## src/rtl/dpr_pkg.sv

```systemverilog
// Shared widths and reader state encoding for the dual-port RAM burst reader.
package dpr_pkg;
  localparam int DATA_W    = 16;
  localparam int ADDR_W    = 10;
  localparam int MEM_DEPTH = 1 << ADDR_W;

  typedef enum logic [1:0] {
    IDLE  = 2'd0,
    RUN   = 2'd1,
    DRAIN = 2'd2
  } rd_state_e;
endpackage

```

## src/rtl/dpr_burst_reader_fifo2.sv

```systemverilog
// Two-entry synchronous FIFO; the head is valid whenever count_o is non-zero.
module dpr_fifo2
  import dpr_pkg::*;
#(
  parameter int W = DATA_W
) (
  input  logic         clk_i,
  input  logic         rst_i,
  input  logic         push_i,
  input  logic         pop_i,
  input  logic [W-1:0] din_i,
  output logic [W-1:0] head_o,
  output logic [1:0]   count_o
);
  logic [W-1:0] mem_q [2];
  logic         wr_ptr_q;
  logic         rd_ptr_q;
  logic [1:0]   count_q;

  always_ff @(posedge clk_i) begin
    if (rst_i) begin
      mem_q[0] <= '0;
      mem_q[1] <= '0;
      wr_ptr_q <= 1'b0;
      rd_ptr_q <= 1'b0;
      count_q  <= 2'd0;
    end else begin
      if (push_i) begin
        mem_q[wr_ptr_q] <= din_i;
        wr_ptr_q        <= ~wr_ptr_q;
      end
      if (pop_i) rd_ptr_q <= ~rd_ptr_q;
      case ({push_i, pop_i})
        2'b10:   count_q <= count_q + 2'd1;
        2'b01:   count_q <= count_q - 2'd1;
        default: count_q <= count_q;
      endcase
    end
  end

  assign head_o  = mem_q[rd_ptr_q];
  assign count_o = count_q;
endmodule

```

## src/rtl/dpr_burst_reader.sv

```systemverilog
// Streams len consecutive RAM words from start_addr onto a valid/ready port.
// Reads are throttled so that FIFO occupancy plus the in-flight read never exceeds two.
module dpr_burst_reader
  import dpr_pkg::*;
(
  input  logic              clk_i,
  input  logic              rst_i,
  input  logic              start_i,
  input  logic [ADDR_W-1:0] start_addr_i,
  input  logic [ADDR_W:0]   len_i,
  output logic              busy_o,
  output logic              done_o,
  output logic              mem_rd_en_o,
  output logic              mem_blk_select_o,
  output logic [ADDR_W-1:0] mem_addr_rd_o,
  input  logic [DATA_W-1:0] mem_dout_i,
  output logic [DATA_W-1:0] m_data_o,
  output logic              m_valid_o,
  input  logic              m_ready_i
);
  rd_state_e         state_q;
  logic [ADDR_W-1:0] addr_q;
  logic [ADDR_W-1:0] addr_hold_q;
  logic [ADDR_W:0]   rem_q;
  logic              inflight_q;
  logic              done_q;

  logic [1:0] count;
  logic       pop;
  logic       issue;
  logic [2:0] occ;

  assign pop   = m_valid_o & m_ready_i;
  assign occ   = {1'b0, count} + {2'b00, inflight_q} - {2'b00, pop};
  assign issue = (state_q == RUN) && (rem_q != '0) && (occ < 3'd2);

  dpr_fifo2 #(.W(DATA_W)) u_fifo (
    .clk_i   (clk_i),
    .rst_i   (rst_i),
    .push_i  (inflight_q),
    .pop_i   (pop),
    .din_i   (mem_dout_i),
    .head_o  (m_data_o),
    .count_o (count)
  );

  always_ff @(posedge clk_i) begin
    if (rst_i) begin
      state_q     <= IDLE;
      addr_q      <= '0;
      addr_hold_q <= '0;
      rem_q       <= '0;
      inflight_q  <= 1'b0;
      done_q      <= 1'b0;
    end else begin
      done_q     <= 1'b0;
      inflight_q <= issue;
      if (issue) begin
        addr_q      <= addr_q + ADDR_W'(1);
        addr_hold_q <= addr_q;
        rem_q       <= rem_q - (ADDR_W + 1)'(1);
      end
      case (state_q)
        IDLE: begin
          if (start_i) begin
            if (len_i != '0) begin
              addr_q  <= start_addr_i;
              rem_q   <= len_i;
              state_q <= RUN;
            end else begin
              state_q <= DRAIN;
            end
          end
        end
        RUN: begin
          if (issue && rem_q == (ADDR_W + 1)'(1)) state_q <= DRAIN;
        end
        DRAIN: begin
          // Look ahead one edge so done lands the cycle after the last transfer.
          if (!inflight_q && (count == 2'd0 || (count == 2'd1 && pop))) begin
            state_q <= IDLE;
            done_q  <= 1'b1;
          end
        end
        default: state_q <= IDLE;
      endcase
    end
  end

  assign busy_o           = (state_q != IDLE);
  assign done_o           = done_q;
  assign mem_rd_en_o      = issue;
  assign mem_blk_select_o = issue;
  assign mem_addr_rd_o    = (state_q == RUN) ? addr_q : addr_hold_q;
  assign m_valid_o        = (count != 2'd0);
endmodule

```

## config.mk

```make
export PLATFORM = sky130hd
export DESIGN_NAME = dpr_burst_reader
export DESIGN_NICKNAME = d
export VERILOG_FILES = /design/src/rtl/dpr_pkg.sv /design/src/rtl/dpr_burst_reader_fifo2.sv /design/src/rtl/dpr_burst_reader.sv
export SDC_FILE = /design/constraint.sdc
export NUM_CORES = 1
export LEC_CHECK = 0
export CAP_MARGIN = 30
export CELL_PAD_IN_SITES_DETAIL_PLACEMENT = 0
export CELL_PAD_IN_SITES_GLOBAL_PLACEMENT = 1
export CORE_ASPECT_RATIO = 0.75
export CORE_MARGIN = 1.5
export CORE_UTILIZATION = 40
export DETAILED_ROUTE_END_ITERATION = 6
export PLACE_DENSITY = 0.86
export SLEW_MARGIN = 25
export SYNTH_ARGS = -nofsm -noshare
export SYNTH_HDL_FRONTEND = slang
export SYNTH_SLANG_ARGS = --single-unit
```

## constraint.sdc

```tcl
create_clock -name clk_i -period 4.3 [get_ports clk_i]
set_input_delay 0.86 -clock clk_i [delete_from_list [all_inputs] [get_ports clk_i]]
set_output_delay 0.86 -clock clk_i [all_outputs]
set_load 0.05 [all_outputs]
```

==> flow_metrics.env, run 1 <==
export IMPL_final_cell_mix="clkdlybuf4s50_1 (69), dfxtp_1 (40), and2_1 (35), nand2_1 (33)"
export IMPL_layout_nets=461
export IMPL_crit_type="primary input to primary output"
export IMPL_synth_simple_gate_area_share_pct=21.9
export IMPL_ys_ff_latch=72
export IMPL_cts_resized=0
export IMPL_setup_viol=0
export IMPL_fp_dieArea_um2=9450
export IMPL_pre_cts_slack_ns=0.288
export IMPL_drtIter0Drc=107
export IMPL_setup_slack_ns=0.247
export IMPL_port_buffers=71
export IMPL_core_area_um2=8530
export IMPL_timing_final_crit_share_pct=94.3
export IMPL_yosys_warnings=0
export IMPL_root_buffer="clkbuf_16"
export IMPL_cts_sinks=72
export IMPL_cp_slowest_cell="fa_1"
export IMPL_cap_violations=0
export IMPL_stdcell_count=527
export IMPL_cts_tree="built"
export IMPL_avgViaCountPerCell=5.11
export IMPL_post_place_cells=511
export IMPL_post_route_cells_drive_above_1_share_pct=14.1
export IMPL_initial_core_util_pct=41.6
export IMPL_crit_buf_inv=3
export IMPL_die_y_um=84.6
export IMPL_cts_buffer_depth=2
export IMPL_power_mw=2.62
export IMPL_cp_start_kind="primary input"
export IMPL_wirelength_um=7990
export IMPL_r2r_end="addr_q[1]"
export IMPL_netlist_area_um2=3550
export IMPL_end_kind="primary output"
export IMPL_skew_ns=0.00666
export IMPL_ys_types=48
export IMPL_route_detailed_drc=0
export IMPL_tightestPinTransition_ns=0.747
export IMPL_rsz0062_at_grt="false"
export IMPL_crit_required_ns=3.44
export IMPL_period_minus_slack_ns=4.05
export IMPL_vias=2693
export IMPL_grt_pass1_vias=2574
export IMPL_antenna_found_initial=0
export IMPL_ant_nets=0
export IMPL_die_w_um=112
export IMPL_r2r_setup_slack_ns=1.08
export IMPL_cts_inserted_buffers=9
export IMPL_fmax_mhz=247
export IMPL_hp_class="register to register"
export IMPL_gp_congestion=0.802
export IMPL_drt_first_pass_iters=4
export IMPL_grt_usage_pct=17.5
export IMPL_insertion_delay_ns=0.33
export IMPL_place_hpwl_um=5500
export IMPL_synth_edff_count=32
export IMPL_mostFrequentLayoutCell="clkdlybuf4s50_1"
export IMPL_synth_seq_area_share_pct=49.6
export IMPL_synthFlopType="dfxtp_1"
export IMPL_cp_max_fo=7
export IMPL_gr_total_overflow=0
export IMPL_synthAdderAreaFrac_pct=2.33
export IMPL_peakVddDrop_mv=0.301
export IMPL_wl_per_cell_um=15.2
export IMPL_synth_compound_area_share_pct=7.93
export IMPL_timing_slew_headroom_pct=50.2
export IMPL_io_pins=72
export IMPL_crit_chain="clkdlybuf4s50_1 > nand2b_1 > xnor2_1 > nand2_1 > fa_1 > and3b_1 > and2_1 > nand2_2 > inv_2 > buf_12"
export IMPL_p_leak_nw=1.69
export IMPL_syn2layout_area_growth_pct=30.3
export IMPL_synth_top_family_by_area="simple AND/OR/NAND/NOR gates"
export IMPL_synth_nets=393
export IMPL_netlist_instances=346
export IMPL_hold_viol_final=0
export IMPL_slowest_delay_ns=0.49
export IMPL_cp_num_cells=10
export IMPL_clk_pin_slew_worst_paths_ns=0.05
export IMPL_cts_repair_timing_setup_buffer_count=0
export IMPL_muxShareOfSynthArea_pct=8.53
export IMPL_worstRegToRegCells=13
export IMPL_outcome="complete, no violations"
export IMPL_power_density_nw_per_um2=567
export IMPL_grt_max_degree=42
export IMPL_syn_area_per_cell_um2=10.3
export IMPL_hold_buffers=0
export IMPL_async_reset_ff_share_pct=0
export IMPL_reg2reg_from="u_fifo.count_o[1]"
export IMPL_antenna_cells=0
export IMPL_crit_start="m_ready_i"
export IMPL_path_delay_family="simple AND/OR/NAND/NOR gates"
export IMPL_setup_tns_ns=0
export IMPL_slew_viol_final=0
export IMPL_worstPathArrival_ns=3.19
export IMPL_rows=29
export IMPL_grt_pass1_wl_um=13100
export IMPL_synthXorXnorAreaFrac_pct=5.64
export IMPL_hold_start="addr_hold_q[4]"
export IMPL_crit_path_end="mem_rd_en_o"
export IMPL_htreeDepth=3
==> synthesized netlist by cell type (3+ instances only) <==
cell	instances	area share (%)
a211oi_1	14	3.0
a21oi_1	14	2.0
and2_1	35	6.2
and4_1	3	0.74
buf_2	4	0.56
buf_4	3	0.63
clkbuf_1	10	1.1
dfxtp_1	40	23
edfxtp_1	32	27
ha_1	5	1.8
inv_1	7	0.74
mux2_2	26	8.3
nand2_1	33	3.5
nand3_1	9	1.3
nand4_1	6	1.1
nor2_1	32	3.4
nor3_1	9	1.3
nor4_1	4	0.71
o21ai_0	3	0.42
xnor2_1	12	3.0
xor2_1	9	2.2
==> kinds of logic after synthesis <==
group	count (synthesis)
AO/OA/AOI/OAI	42
XOR/XNOR	22
adder cells (fa/ha/maj)	6
buffers and inverters	29
flip-flops	72
multiplexers	27
AND/OR/NAND/NOR	148
==> final cells by class <==
| cell class | instances | area, um2 |
|---|---|---|
| fillers | 756 | 3910 |
| flip-flops and latches | 72 | 1760 |
| multi-input cells | 245 | 1650 |
| repair buffers | 78 | 783 |
| clock buffers | 10 | 229 |
| well taps | 108 | 135 |
| clock inverters | 6 | 37.5 |
| inverters | 8 | 30.0 |
==> where the power goes <==
group	total, mW	switching, mW	internal [mW]
logic	1.04	0.619	0.420
clock network	0.660	0.273	0.387
registers	0.921	0.102	0.819
==> sequential cells by signal (all words and copies together), names as in the netlist, 2 cells and up, named ones only <==
| register | flops |
|---|---|
| addr_hold_q | 10 |
| addr_q | 10 |
| u_fifo.mem_q | 32 |
| state_q | 2 |
| u_fifo.count_o | 2 |
| rem_q | 11 |
==> metrics by stage <==
| step | cell area [um2] | hold slack (ns) | util [%] |
|---|---|---|---|
| after global routing | 4620 | 0.478 | 54.2 |
| after floorplan | 3550 | 0.434 | - |
| after detailed placement | 4360 | 0.446 | 51.1 |
| after global placement | 4360 | 0.440 | 51.1 |
| final | 4620 | 0.453 | 54.2 |
| after CTS | 4620 | 0.453 | 54.2 |
==> per-layer routing <==
metal	GRT usage [%]	up-vias	share of wire, %
li1	-	1348	-
met1	24.6	1276	50
met2	26.7	62	45
met3	5.34	7	4.7
met4	3.45	0	0.79
met5	0	-	0
==> worst min-delay path by stage <==
stage,endpoint,cells after the start
global placement,addr_hold_q[8],2
detailed placement,addr_hold_q[9],2
CTS,addr_hold_q[9],2
floorplan,addr_hold_q[0],2
finish,addr_hold_q[4],2
global route,addr_hold_q[6],2
==> worst reg2reg max path, stage by stage, from the launching register on <==
cell and delay, ns:
dfxtp_1 0.44, inv_1 0.12, ha_1 0.23, nand2b_1 0.26, xnor2_1 0.30, nand2_1 0.11
fa_1 0.49, and3b_1 0.25, and2_1 0.19, nand2_2 0.07, inv_2 0.14, buf_4 0.23
nand2_1 0.08, a311oi_1 0.24
(Power assumes the default switching activity.)
==> inputs of run 2 (changes only) <==
--- a/config.mk
+++ b/config.mk
@@ -9,9 +9,10 @@
 export CELL_PAD_IN_SITES_DETAIL_PLACEMENT = 0
 export CELL_PAD_IN_SITES_GLOBAL_PLACEMENT = 1
 export CORE_ASPECT_RATIO = 0.75
-export CORE_MARGIN = 1.5
+export CORE_MARGIN = 1
 export CORE_UTILIZATION = 40
 export DETAILED_ROUTE_END_ITERATION = 6
+export GPL_TIMING_DRIVEN = 0
 export PLACE_DENSITY = 0.86
 export SLEW_MARGIN = 25
 export SYNTH_ARGS = -nofsm -noshare
==> flow_metrics.env, run 2 (synthesis gave the netlist of run 1 again) <==
export IMPL_syn2layout_area_growth_pct=34.2
export IMPL_die_w_um=111
export IMPL_cts_tree="built"
export IMPL_outcome="complete, no violations"
export IMPL_grt_max_degree=17
export IMPL_peakVddDrop_mv=0.276
export IMPL_mostFrequentLayoutCell="clkdlybuf4s50_1"
export IMPL_worstPathArrival_ns=3.11
export IMPL_wl_per_cell_um=15.3
export IMPL_power_density_nw_per_um2=598
export IMPL_setup_viol=0
export IMPL_use_met2_pct=28.2
export IMPL_wirelength_um=8320
export IMPL_crit_type="register to primary output"
export IMPL_final_util_pct=55.9
export IMPL_route_detailed_drc=0
export IMPL_cp_start_kind="register"
export IMPL_insertion_delay_ns=0.33
export IMPL_drt_first_pass_iters=4
export IMPL_cts_sinks=72
export IMPL_post_route_cells_drive_above_1_share_pct=15.9
export IMPL_busiest_layer="met2"
export IMPL_stdcell_count=542
export IMPL_clk_pin_slew_worst_paths_ns=0.05
export IMPL_port_buffers=70
export IMPL_grt_pass1_wl_um=13800
export IMPL_cap_violations=0
export IMPL_hp_class="register to register"
export IMPL_slew_viol_final=0
export IMPL_regMostFlops="u_fifo.mem_q"
export IMPL_grt_use_met1_pct=26.4
export IMPL_timing_slew_headroom_pct=44.6
export IMPL_fp_dieArea_um2=9260
export IMPL_htreeDepth=3
export IMPL_period_minus_slack_ns=3.97
export IMPL_p_leak_nw=1.78
export IMPL_reg_largest_list="u_fifo.mem_q x32, rem_q x11"
export IMPL_place_hpwl_um=6090
export IMPL_grt_usage_pct=19.0
export IMPL_rsz0062_at_grt="false"
export IMPL_tightestPinTransition_ns=0.829
export IMPL_root_buffer="clkbuf_16"
export IMPL_use_met3_pct=6.39
export IMPL_io_pins=72
export IMPL_gp_congestion=0.847
export IMPL_gr_total_overflow=0
export IMPL_cts_buffer_depth=2
export IMPL_largest_reg_flops=32
export IMPL_die_y_um=83.6
export IMPL_cp_max_fo=11
export IMPL_fmax_mhz=252
export IMPL_timing_final_crit_share_pct=92.4
export IMPL_crit_required_ns=3.44
export IMPL_final_cell_mix="clkdlybuf4s50_1 (67), dfxtp_1 (40), and2_1 (35), nand2_1 (33)"
export IMPL_vias=2791
export IMPL_grt_pass1_vias=2728
export IMPL_cts_inserted_buffers=9
export IMPL_initial_core_util_pct=41.6
export IMPL_layout_nets=476
export IMPL_rows=29
export IMPL_avgViaCountPerCell=5.15
export IMPL_post_place_cells=524
export IMPL_antenna_found_initial=0
export IMPL_hold_viol_final=0
export IMPL_core_area_um2=8530
export IMPL_drtIter0Drc=130
export IMPL_ant_nets=0
export IMPL_skew_ns=0.00728
export IMPL_end_kind="primary output"
export IMPL_antenna_cells=0
-- run 2: changes by cell type in the layout (fill, tap and decap cells not counted), sizes merged --
cell           delta
dlymetal6s2s      +1
clkbuf           +11
clkinvlp          -2
bufinv            +3
clkdlybuf4s50     -2
buf               +5
clkinv            -1
-- run 2: final cells by class --
class                           instances  area, um2
Fill cell                             749       3760
Buffer                                 20        110
Clock inverter                          6        109
Sequential cell                        72       1760
Clock buffer                           10        229
Multi-Input combinational cell        245       1660
Inverter                                8       32.5
Tap cell                              108        135
Timing Repair Buffer                   73        724
-- run 2: layer usage --
layer	wire length [um]	part of all wire (%)	vias to the layer above
li1	-	-	1391
met1	3970	48	1309
met2	3710	45	83
met3	555	6.7	8
met4	79	0.95	0
met5	0	0	-
-- run 2: power by group --
group	internal (mW)	switching [mW]
clock	0.566	0.281
sequential	0.819	0.0784
combinational	0.449	0.655
total	1.83	1.02
-- run 2: path summary, 6_finish.rpt --
| kind | depth (start not counted) | to | from | slack [ns] |
|---|---|---|---|---|
| setup reg to reg | 14 | addr_q[0] | u_fifo.count_o[1] | 1.32 |
| hold / removal | 2 | addr_hold_q[7] | addr_hold_q[7] | 0.46 |
| setup / recovery | 14 | mem_rd_en_o | u_fifo.count_o[1] | 0.33 |
| hold reg to reg | 2 | addr_hold_q[7] | addr_hold_q[7] | 0.46 |
-- run 2: what timing repair did --
item | CTS | global route
buffers inserted | 2 | 1
hold buffers | 0 | 0
resized for setup | 16 | 4
pin swaps | 1 | 1
setup endpoints to repair | 2 | 2
-- run 2: per-stage QoR --
stage / TNS, ns / setup WS [ns] / power [mW] / hold WS, ns / area, um2
2_1_floorplan: 0 / 0.482 / 1.66 / 0.434 / 3550
5_1_grt: 0 / 0.134 / 2.99 / 0.478 / 4760
4_1_cts: 0 / 0.0296 / 2.85 / 0.458 / 4740
6_report: 0 / 0.328 / 2.85 / 0.455 / 4760
3_3_place_gp: -1.70 / -0.891 / 1.95 / 0.441 / 4380
3_5_place_dp: -1.72 / -0.907 / 1.97 / 0.450 / 4380
-- run 2: worst max-delay path, stage by stage (launching register included) --
cell	delay [ns]
dfxtp_1	0.44
inv_1	0.11
ha_1	0.22
nand2b_4	0.19
xnor2_2	0.15
nand2_1	0.09
fa_1	0.47
and3b_2	0.22
and2_1	0.13
buf_4	0.15
nand2_2	0.11
inv_4	0.10
buf_6	0.14
buf_4	0.12
buf_6	0.14
==> inputs of run 3 (changes only) <==
--- a/config.mk
+++ b/config.mk
@@ -5,7 +5,6 @@
 export SDC_FILE = /design/constraint.sdc
 export NUM_CORES = 1
 export LEC_CHECK = 0
-export CAP_MARGIN = 30
 export CELL_PAD_IN_SITES_DETAIL_PLACEMENT = 0
 export CELL_PAD_IN_SITES_GLOBAL_PLACEMENT = 1
 export CORE_ASPECT_RATIO = 0.75
==> results of run 3 <==
No change in the layout: final DEF, timing and power equal those of run 2.
